==> src/rtl/spilled_rr_arb_tree.sv <==
// N-to-1 valid/ready merge: each input is cut by a 2-slot spill register,
// then a lock-in round-robin arbiter picks one spilled stream per cycle.
module spilled_rr_arb_tree #(
    parameter  int NUM_IN     = 4,
    parameter  int DATA_WIDTH = 32,
    localparam int IDX_W      = (NUM_IN > 1) ? $clog2(NUM_IN) : 1
) (
    input  logic                                 clk_i,
    input  logic                                 rst_ni,
    input  logic [NUM_IN-1:0]                    in_valid_i,
    output logic [NUM_IN-1:0]                    in_ready_o,
    input  logic [NUM_IN-1:0][DATA_WIDTH-1:0]    in_data_i,
    output logic                                 out_valid_o,
    input  logic                                 out_ready_i,
    output logic [DATA_WIDTH-1:0]                out_data_o,
    output logic [IDX_W-1:0]                     out_idx_o
);

    logic [NUM_IN-1:0]                 r_a_full, r_b_full;
    logic [NUM_IN-1:0][DATA_WIDTH-1:0] r_a_data, r_b_data;
    logic [NUM_IN-1:0]                 w_a_fill, w_a_drain, w_b_fill, w_b_drain;
    logic [NUM_IN-1:0]                 w_a_full_nxt, w_b_full_nxt;
    logic [NUM_IN-1:0]                 w_spill_valid, w_spill_ready;
    logic [NUM_IN-1:0][DATA_WIDTH-1:0] w_spill_data;

    logic [IDX_W-1:0] r_ptr, r_lock_idx;
    logic             r_lock;
    logic [IDX_W-1:0] w_rr_idx, w_grant, w_ptr_nxt;
    logic             w_hs;

    // Spill stage: B always holds the older beat, so it is presented first.
    assign in_ready_o    = ~r_a_full | ~r_b_full;
    assign w_a_fill      = in_valid_i & in_ready_o;
    assign w_a_drain     = r_a_full & ~r_b_full;
    assign w_b_fill      = w_a_drain & ~w_spill_ready;
    assign w_b_drain     = r_b_full & w_spill_ready;
    assign w_a_full_nxt  = w_a_fill | (r_a_full & ~w_a_drain);
    assign w_b_full_nxt  = w_b_fill | (r_b_full & ~w_b_drain);
    assign w_spill_valid = r_a_full | r_b_full;

    for (genvar g = 0; g < NUM_IN; g++) begin : g_lane
        assign w_spill_data[g]  = r_b_full[g] ? r_b_data[g] : r_a_data[g];
        assign w_spill_ready[g] = out_ready_i && (w_grant == IDX_W'(g));
    end

    always_ff @(posedge clk_i or negedge rst_ni) begin
        if (!rst_ni) begin
            r_a_full <= '0;
            r_b_full <= '0;
        end else begin
            r_a_full <= w_a_full_nxt;
            r_b_full <= w_b_full_nxt;
        end
    end

    always_ff @(posedge clk_i) begin
        for (int i = 0; i < NUM_IN; i++) begin
            if (w_a_fill[i]) r_a_data[i] <= in_data_i[i];
            if (w_b_fill[i]) r_b_data[i] <= r_a_data[i];
        end
    end

    // Arbiter stage: first valid lane at or after the pointer, wrapping.
    always_comb begin : p_rr
        logic             v_found;
        logic [IDX_W-1:0] v_j;
        v_found  = 1'b0;
        v_j      = '0;
        w_rr_idx = r_ptr;
        for (int k = 0; k < NUM_IN; k++) begin
            v_j = IDX_W'((int'(r_ptr) + k) % NUM_IN);
            if (!v_found && w_spill_valid[v_j]) begin
                v_found  = 1'b1;
                w_rr_idx = v_j;
            end
        end
    end

    assign w_grant     = r_lock ? r_lock_idx : w_rr_idx;
    assign out_valid_o = |w_spill_valid;
    assign out_idx_o   = w_grant;
    assign out_data_o  = out_valid_o ? w_spill_data[w_grant] : '0;
    assign w_hs        = out_valid_o && out_ready_i;
    assign w_ptr_nxt   = (int'(w_grant) == NUM_IN - 1) ? '0 : w_grant + 1'b1;

    // A stalled offer is pinned until accepted so the beat cannot be swapped.
    always_ff @(posedge clk_i or negedge rst_ni) begin
        if (!rst_ni) begin
            r_ptr      <= '0;
            r_lock     <= 1'b0;
            r_lock_idx <= '0;
        end else if (w_hs) begin
            r_ptr  <= w_ptr_nxt;
            r_lock <= 1'b0;
        end else if (out_valid_o) begin
            r_lock     <= 1'b1;
            r_lock_idx <= w_grant;
        end
    end

endmodule

==> config.mk <==
export PLATFORM = sky130hd
export DESIGN_NAME = spilled_rr_arb_tree
export DESIGN_NICKNAME = d
export VERILOG_FILES = /design/src/rtl/spilled_rr_arb_tree.sv
export SDC_FILE = /design/constraint.sdc
export NUM_CORES = 1
export LEC_CHECK = 0
export CORE_MARGIN = 1.5
export CORE_UTILIZATION = 40
export DETAILED_ROUTE_END_ITERATION = 6
export SYNTH_ARGS = -nofsm -noshare
export SYNTH_HDL_FRONTEND = slang
export SYNTH_SLANG_ARGS = --single-unit
==> constraint.sdc <==
create_clock -name clk_i -period 13.7 [get_ports clk_i]
set_input_delay 4.11 -clock clk_i [delete_from_list [all_inputs] [get_ports clk_i]]
set_output_delay 4.11 -clock clk_i [all_outputs]
set_load 0.05 [all_outputs]
==> impl_metrics.ini, run 1 <==
[run_status]
run_status = complete, no violations

[logic_synthesis]
synth_edf_count = 256
yosysMostFrequentCell = edfxtp_1
yosys_warnings = 0
netlist.area_leader.share_pct = 69.4
avgSynthCellArea_um2 = 16.2
synthesis.area_um2 = 11100
synthesis.nets = 820
yosys.area.top_type = edfxtp_1
ys.flop_type = edfxtp_1
synth_cell_type_count = 43
ys_top_cells_by_count = edfxtp_1 (256), mux2_2 (86), a21oi_1 (46), mux2i_1 (43), nand2_1 (40)
synth_seq_cells = 269
synth_area_leaders = edfxtp_1 (69%), mux2_2 (8.7%), mux2i_1 (3.9%), dfrtp_1 (2.9%), a211oi_1 (2.3%)
netlist_instances = 684
ys_seq_area_share_pct = 72.4
synth-async-reset-ratio_pct = 4.83

[clock_tree]
cts_buffers = 29
cts_setup_buffers = 0
cts-resized-gates = 0
clk_pin_slew_ps = 60
clkSinkCount = 269
h-tree-depth = 1
clock_path_buffers = 3
clock_latency_ps = 560
postCtsHoldBufs = 0
cts_tree = built
clock_tree.root_cell = clkbuf_16

[final_layout]
finalNonFillerCells = 1220
antenna-diode-count = 0
fin_nets = 993
drive_above_1_share_pct = 18.8
syn_to_final_growth_pct = 28.1

[hold_path]
holdCritPathClass = reg -> reg
worstHoldPathCells = 0
hold_path_startpoint = r_a_data[96]
whs_endpoint = r_b_data[96]

[setup_path]
r2r_start = r_lock
critPathCaptureType = output port
critPathMaxFanout = 24
startpoint_type = register
rr_worst_depth = 7
cp.arrival_ps = 4690
crit_slowest_cell = clkdlybuf4s50_1
crit_type = reg -> out
rrSetupSlack_ps = 9280
r2r_end = r_b_data[124]
cp_cell_sequence = buf_4 > nor2_2 > o21ai_0 > o31ai_4 > nor2_1 > a21oi_2 > inv_1 > a21oi_1 > clkdlybuf4s50_1
worstPathRequired_ps = 9590
max_stage_delay_ps = 860

[placed_design]
dp_cells = 1167
io_buffers = 173
dp_hpwl_um = 19400
place_congestion = 0.912

[floorplan]
die_y_um = 169
io_pins = 174
die-width_um = 169
core-area_um2 = 27000
rows = 60
dieArea_um2 = 28700
start_util_pct = 41.0

[timing]
rsz0062_at_grt = no
tns_ps = 0
relSlewSlack_pct = 28.6
setup_viol = 0
slew_viol_final = 0
period_share_pct = 64.2
min_period_ps = 8800
fmax_mhz = 114
worstMarginPinSlew_ps = 1070
skew_ps = 14.0
hold_violations = 0

[routing]
dr.pass1.iters = 5
detail_route.drc_violations = 0
vias = 6675
wirelength_um = 27600
antenna_left = 0
drt-initial-drc-count = 465
wl_per_cell_um = 22.6
via_per_inst = 5.47

[global_routing]
grt_pass1_wl_um = 41500
grt_pass1_vias = 7014
grt.overflow.total = 0
antenna_found_initial = 0
grt_start_max_net_pins = 50
grt_usage_pct = 19.2

[pwr]
total_power_mw = 2.88
ir_drop_mv = 0.203
power_density_nw_per_um2 = 203
p_leak_nw = 4.95

[job]
drv_cap = 0
[layer usage]
layer	vias to the layer above	GRT usage [%]	share of wire, %
met5	-	0	0
met4	0	6.89	3.7
met3	50	3.36	5.6
met2	256	32.3	48
met1	3316	25.0	42
li1	3053	-	-
[flip-flops by register name, summed over array words and instances, names as in the netlist]
name,cells
r_ptr,2
r_lock,1
r_b_full,4
r_a_full,4
r_a_data,128
r_lock_idx,2
r_b_data,128
[cell families after synthesis]
group	count (synthesis)	share of synthesized area, %
AO/OA/AOI/OAI	163	9.84
adder cells (fa/ha/maj)	1	0.113
buffers and inverters	56	2.22
flip-flops	269	72.4
multiplexers	129	12.6
AND/OR/NAND/NOR	66	2.81
[per-stage QoR]
stage	utilization (%)	cell area (um^2)	hold WS, ps	worst slack (ps)
after floorplan	-	11100	422	6410
after global placement	48.8	13200	425	5660
after detailed placement	48.8	13200	432	5500
after CTS	52.5	14200	446	4890
after global routing	52.5	14200	453	4530
final	52.5	14200	440	4900
[cells in the final DEF, fill, tap and decap left out, drive strengths merged, types with 2 or more instances in the layout]
master | netlist | layout
a211oi | 34 | 34
a21oi | 47 | 47
a2bb2oi | 2 | 2
a311oi | 2 | 2
a31oi | 3 | 3
and2 | 4 | 4
buf | 19 | 14
bufinv | 0 | 4
clkbuf | 26 | 33
clkdlybuf4s50 | 0 | 173
clkinv | 1 | 13
clkinvlp | 0 | 3
dfrtp | 13 | 13
edfxtp | 256 | 256
inv | 10 | 11
mux2 | 86 | 86
mux2i | 43 | 43
nand2 | 41 | 41
nand2b | 4 | 4
nor2 | 11 | 11
nor2b | 2 | 2
o21a | 2 | 2
o21ai | 34 | 34
o221ai | 21 | 21
o22ai | 11 | 11
o32ai | 2 | 2
[critical path, delay by kind of cell, from the launching register on]
kind	cells	cell delay, ps
compound gates	4	1420
simple gates	2	310
flops	1	690
buf+inv	3	1710
[worst max path at each step]
stage / from / endpoint / cells after the start
6_report: r_b_full[3] / out_data_o[7] / 9
5_1_grt: r_b_full[3] / out_data_o[7] / 9
4_1_cts: r_b_full[3] / out_data_o[7] / 9
3_5_place_dp: r_b_full[3] / out_data_o[7] / 9
3_3_place_gp: r_b_full[3] / out_data_o[7] / 9
2_1_floorplan: out_ready_i / r_b_data[32] / 3
[where the power goes]
group	switching [mW]	total [mW]	internal [mW]
sequential	0.0704	1.12	1.05
combinational	0.630	0.965	0.335
clock	0.317	0.796	0.479
total	1.02	2.88	1.87
[area by class of cell]
type | count | area [um^2]
clock buffers | 33 | 771
clock inverters | 20 | 216
fillers | 2205 | 12800
inverters | 11 | 41.3
multi-input cells | 359 | 2870
flip-flops and latches | 269 | 8010
well taps | 341 | 427
repair buffers | 187 | 1840
Note: power is estimated with default switching activity, not from simulation.
==> run 2, diff against run 1 <==
==> constraint.sdc (replaced) <==
create_clock -name clk_i -period 7.09 [get_ports clk_i]
set_input_delay 2.127 -clock clk_i [delete_from_list [all_inputs] [get_ports clk_i]]
set_output_delay 2.127 -clock clk_i [all_outputs]
set_load 0.05 [all_outputs]
==> run 2 against run 1 <==
Clock-buffer cell count grew 4. Critical endpoint is now out_data_o[25]. Global-route usage down 0.49 points. Non-clock buffer count up 2. Sequential power rose by 91%. Die area unchanged. Sequential share of layout area rose by 0.39 points. Highest routed layer unchanged. Final cell count rose by 0.33%. Final area decreased by 0.68%.
==> impl_metrics.ini, run 2 (synthesis results as in run 1) <==
[floorplan]
rows = 60
die_y_um = 169
die-width_um = 169
start_util_pct = 41.0
core-area_um2 = 27000
dieArea_um2 = 28700
io_pins = 174

[routing]
drt-initial-drc-count = 505
vias = 6672
antenna_left = 0
via_per_inst = 5.45
detail_route.drc_violations = 0
dr.pass1.iters = 4
wl_per_cell_um = 22.0
wirelength_um = 26900

[timing]
fin_ws_ps = 861
rsz0062_at_grt = no
tns_ps = 0
setup_viol = 0
worstMarginPinSlew_ps = 966
skew_ps = 22.3
relSlewSlack_pct = 35.6
fmax_mhz = 161
min_period_ps = 6230
period_share_pct = 87.9
hold_violations = 0
slew_viol_final = 0
whs_ps = 442

[final_layout]
layout_common_cells = edfxtp_1 (256), clkdlybuf4s50_1 (173), mux2_2 (86)
layout_commonest_cell = edfxtp_1
drive_above_1_share_pct = 18.1
fin_nets = 996
syn_to_final_growth_pct = 27.2
register_area_um2 = 8010
fill_cells = 2233
reg_top3 = r_a_data: 128 flops, r_b_data: 128 flops
stdcell_area_um2 = 14100
multi_input_area_um2 = 2870
finalNonFillerCells = 1224
final_core_util_pct = 52.1

[placed_design]
place_area_um2 = 13200
dp_cells = 1169
io_buffers = 173
place_congestion = 0.990
dp_hpwl_um = 18800
place_ws_ps = 1500

[global_routing]
grt_pass1_vias = 6943
antenna_found_initial = 2
grt_start_max_net_pins = 37
grt.overflow.total = 0
grt_usage_pct = 18.7
grt_pass1_wl_um = 40600

[pwr]
clkPwrFrac_pct = 25.5
power_density_nw_per_um2 = 384
switching_share_pct = 36.0
p_leak_nw = 4.90
ir_drop_mv = 0.321
total_power_mw = 5.40
p_seq_share_pct = 39.6
intPower_mw = 3.46
p_switching_mw = 1.95
power_frac_comb_pct = 34.9

[setup_path]
crit_slowest_cell = clkdlybuf4s50_1
cp_cell_sequence = nor2_2 > o21ai_0 > o31ai_4 > nor2_1 > a21oi_2 > inv_1 > a21oi_1 > clkdlybuf4s50_1
critPathMaxFanout = 24
startpoint_type = register
cp.arrival_ps = 4100
worstPathRequired_ps = 4960
critPathCaptureType = output port
crit_family = compound AO/OA/AOI/OAI gates
critPathBufInv = 2
max_stage_delay_ps = 880
crit_type = reg -> out

[clock_tree]
cts-resized-gates = 0
clkSinkCount = 269
clock_latency_ps = 560
cts_buffers = 30
clock_tree.root_cell = clkbuf_16
h-tree-depth = 1
clk_pin_slew_ps = 60
clock_path_buffers = 3
postCtsHoldBufs = 0
cts_setup_buffers = 0
cts_tree = built

[hold_path]
holdCritPathClass = reg -> reg

[job]
drv_cap = 0

[run_status]
run_status = complete, no violations
-- run 2: cell types whose count changed in the layout (fill, tap and decap cells not counted), moves of 2 or more --
cell,before,now
clkbuf_1,1,7
clkbuf_8,3,0
bufinv_16,4,0
buf_4,14,16
clkinv_1,6,8
-- run 2: worst paths after layout --
path	startpoint	endpoint	slack, ps	cells past startpoint
max	r_a_full[3]	out_data_o[25]	860	8
min reg2reg	r_a_data[14]	r_b_data[14]	440	0
max reg2reg	r_a_full[3]	r_b_data[65]	3300	8
min in group asynchronous	rst_ni	r_ptr[1]	1970	1
min	r_a_data[14]	r_b_data[14]	440	0
max in group asynchronous	rst_ni	r_b_full[2]	4680	1
-- run 2: worst reg2reg max path, stage by stage, from the launching register on --
cell and delay (ps):
dfrtp_1 440, nor2_2 210, o21ai_0 170, o31ai_4 550, nor2_1 100, a21oi_2 290
inv_1 470, a311oi_4 790, buf_4 420
-- run 2: area by class of cell --
type / count / area share, %
Sequential cell: 269 / 56.9
Tap cell: 341 / 3.03
Antenna cell: 1 / 0.0178
Clock inverter: 17 / 0.684
Timing Repair Buffer: 189 / 13.1
Multi-Input combinational cell: 359 / 20.4
Clock buffer: 37 / 5.52
Inverter: 11 / 0.293
-- run 2: metal layers --
layer,track usage (%),wire [um]
met3,3.71,1860
met2,31.3,12900
met4,5.50,733
met1,24.8,11400
met5,0,0
-- run 2: power by group through the flow --
| stage | Combinational [mW] | Clock [mW] | Sequential [mW] |
|---|---|---|---|
| 6_report | 1.88 | 1.38 | 2.14 |
| 5_1_grt | 1.99 | 1.48 | 2.16 |
| 4_1_cts | 1.90 | 1.41 | 2.14 |
| 3_5_place_dp | 1.89 | 0 | 2.17 |
| 3_3_place_gp | 1.87 | 0 | 2.16 |
| 2_1_floorplan | 1.26 | 0 | 2.13 |
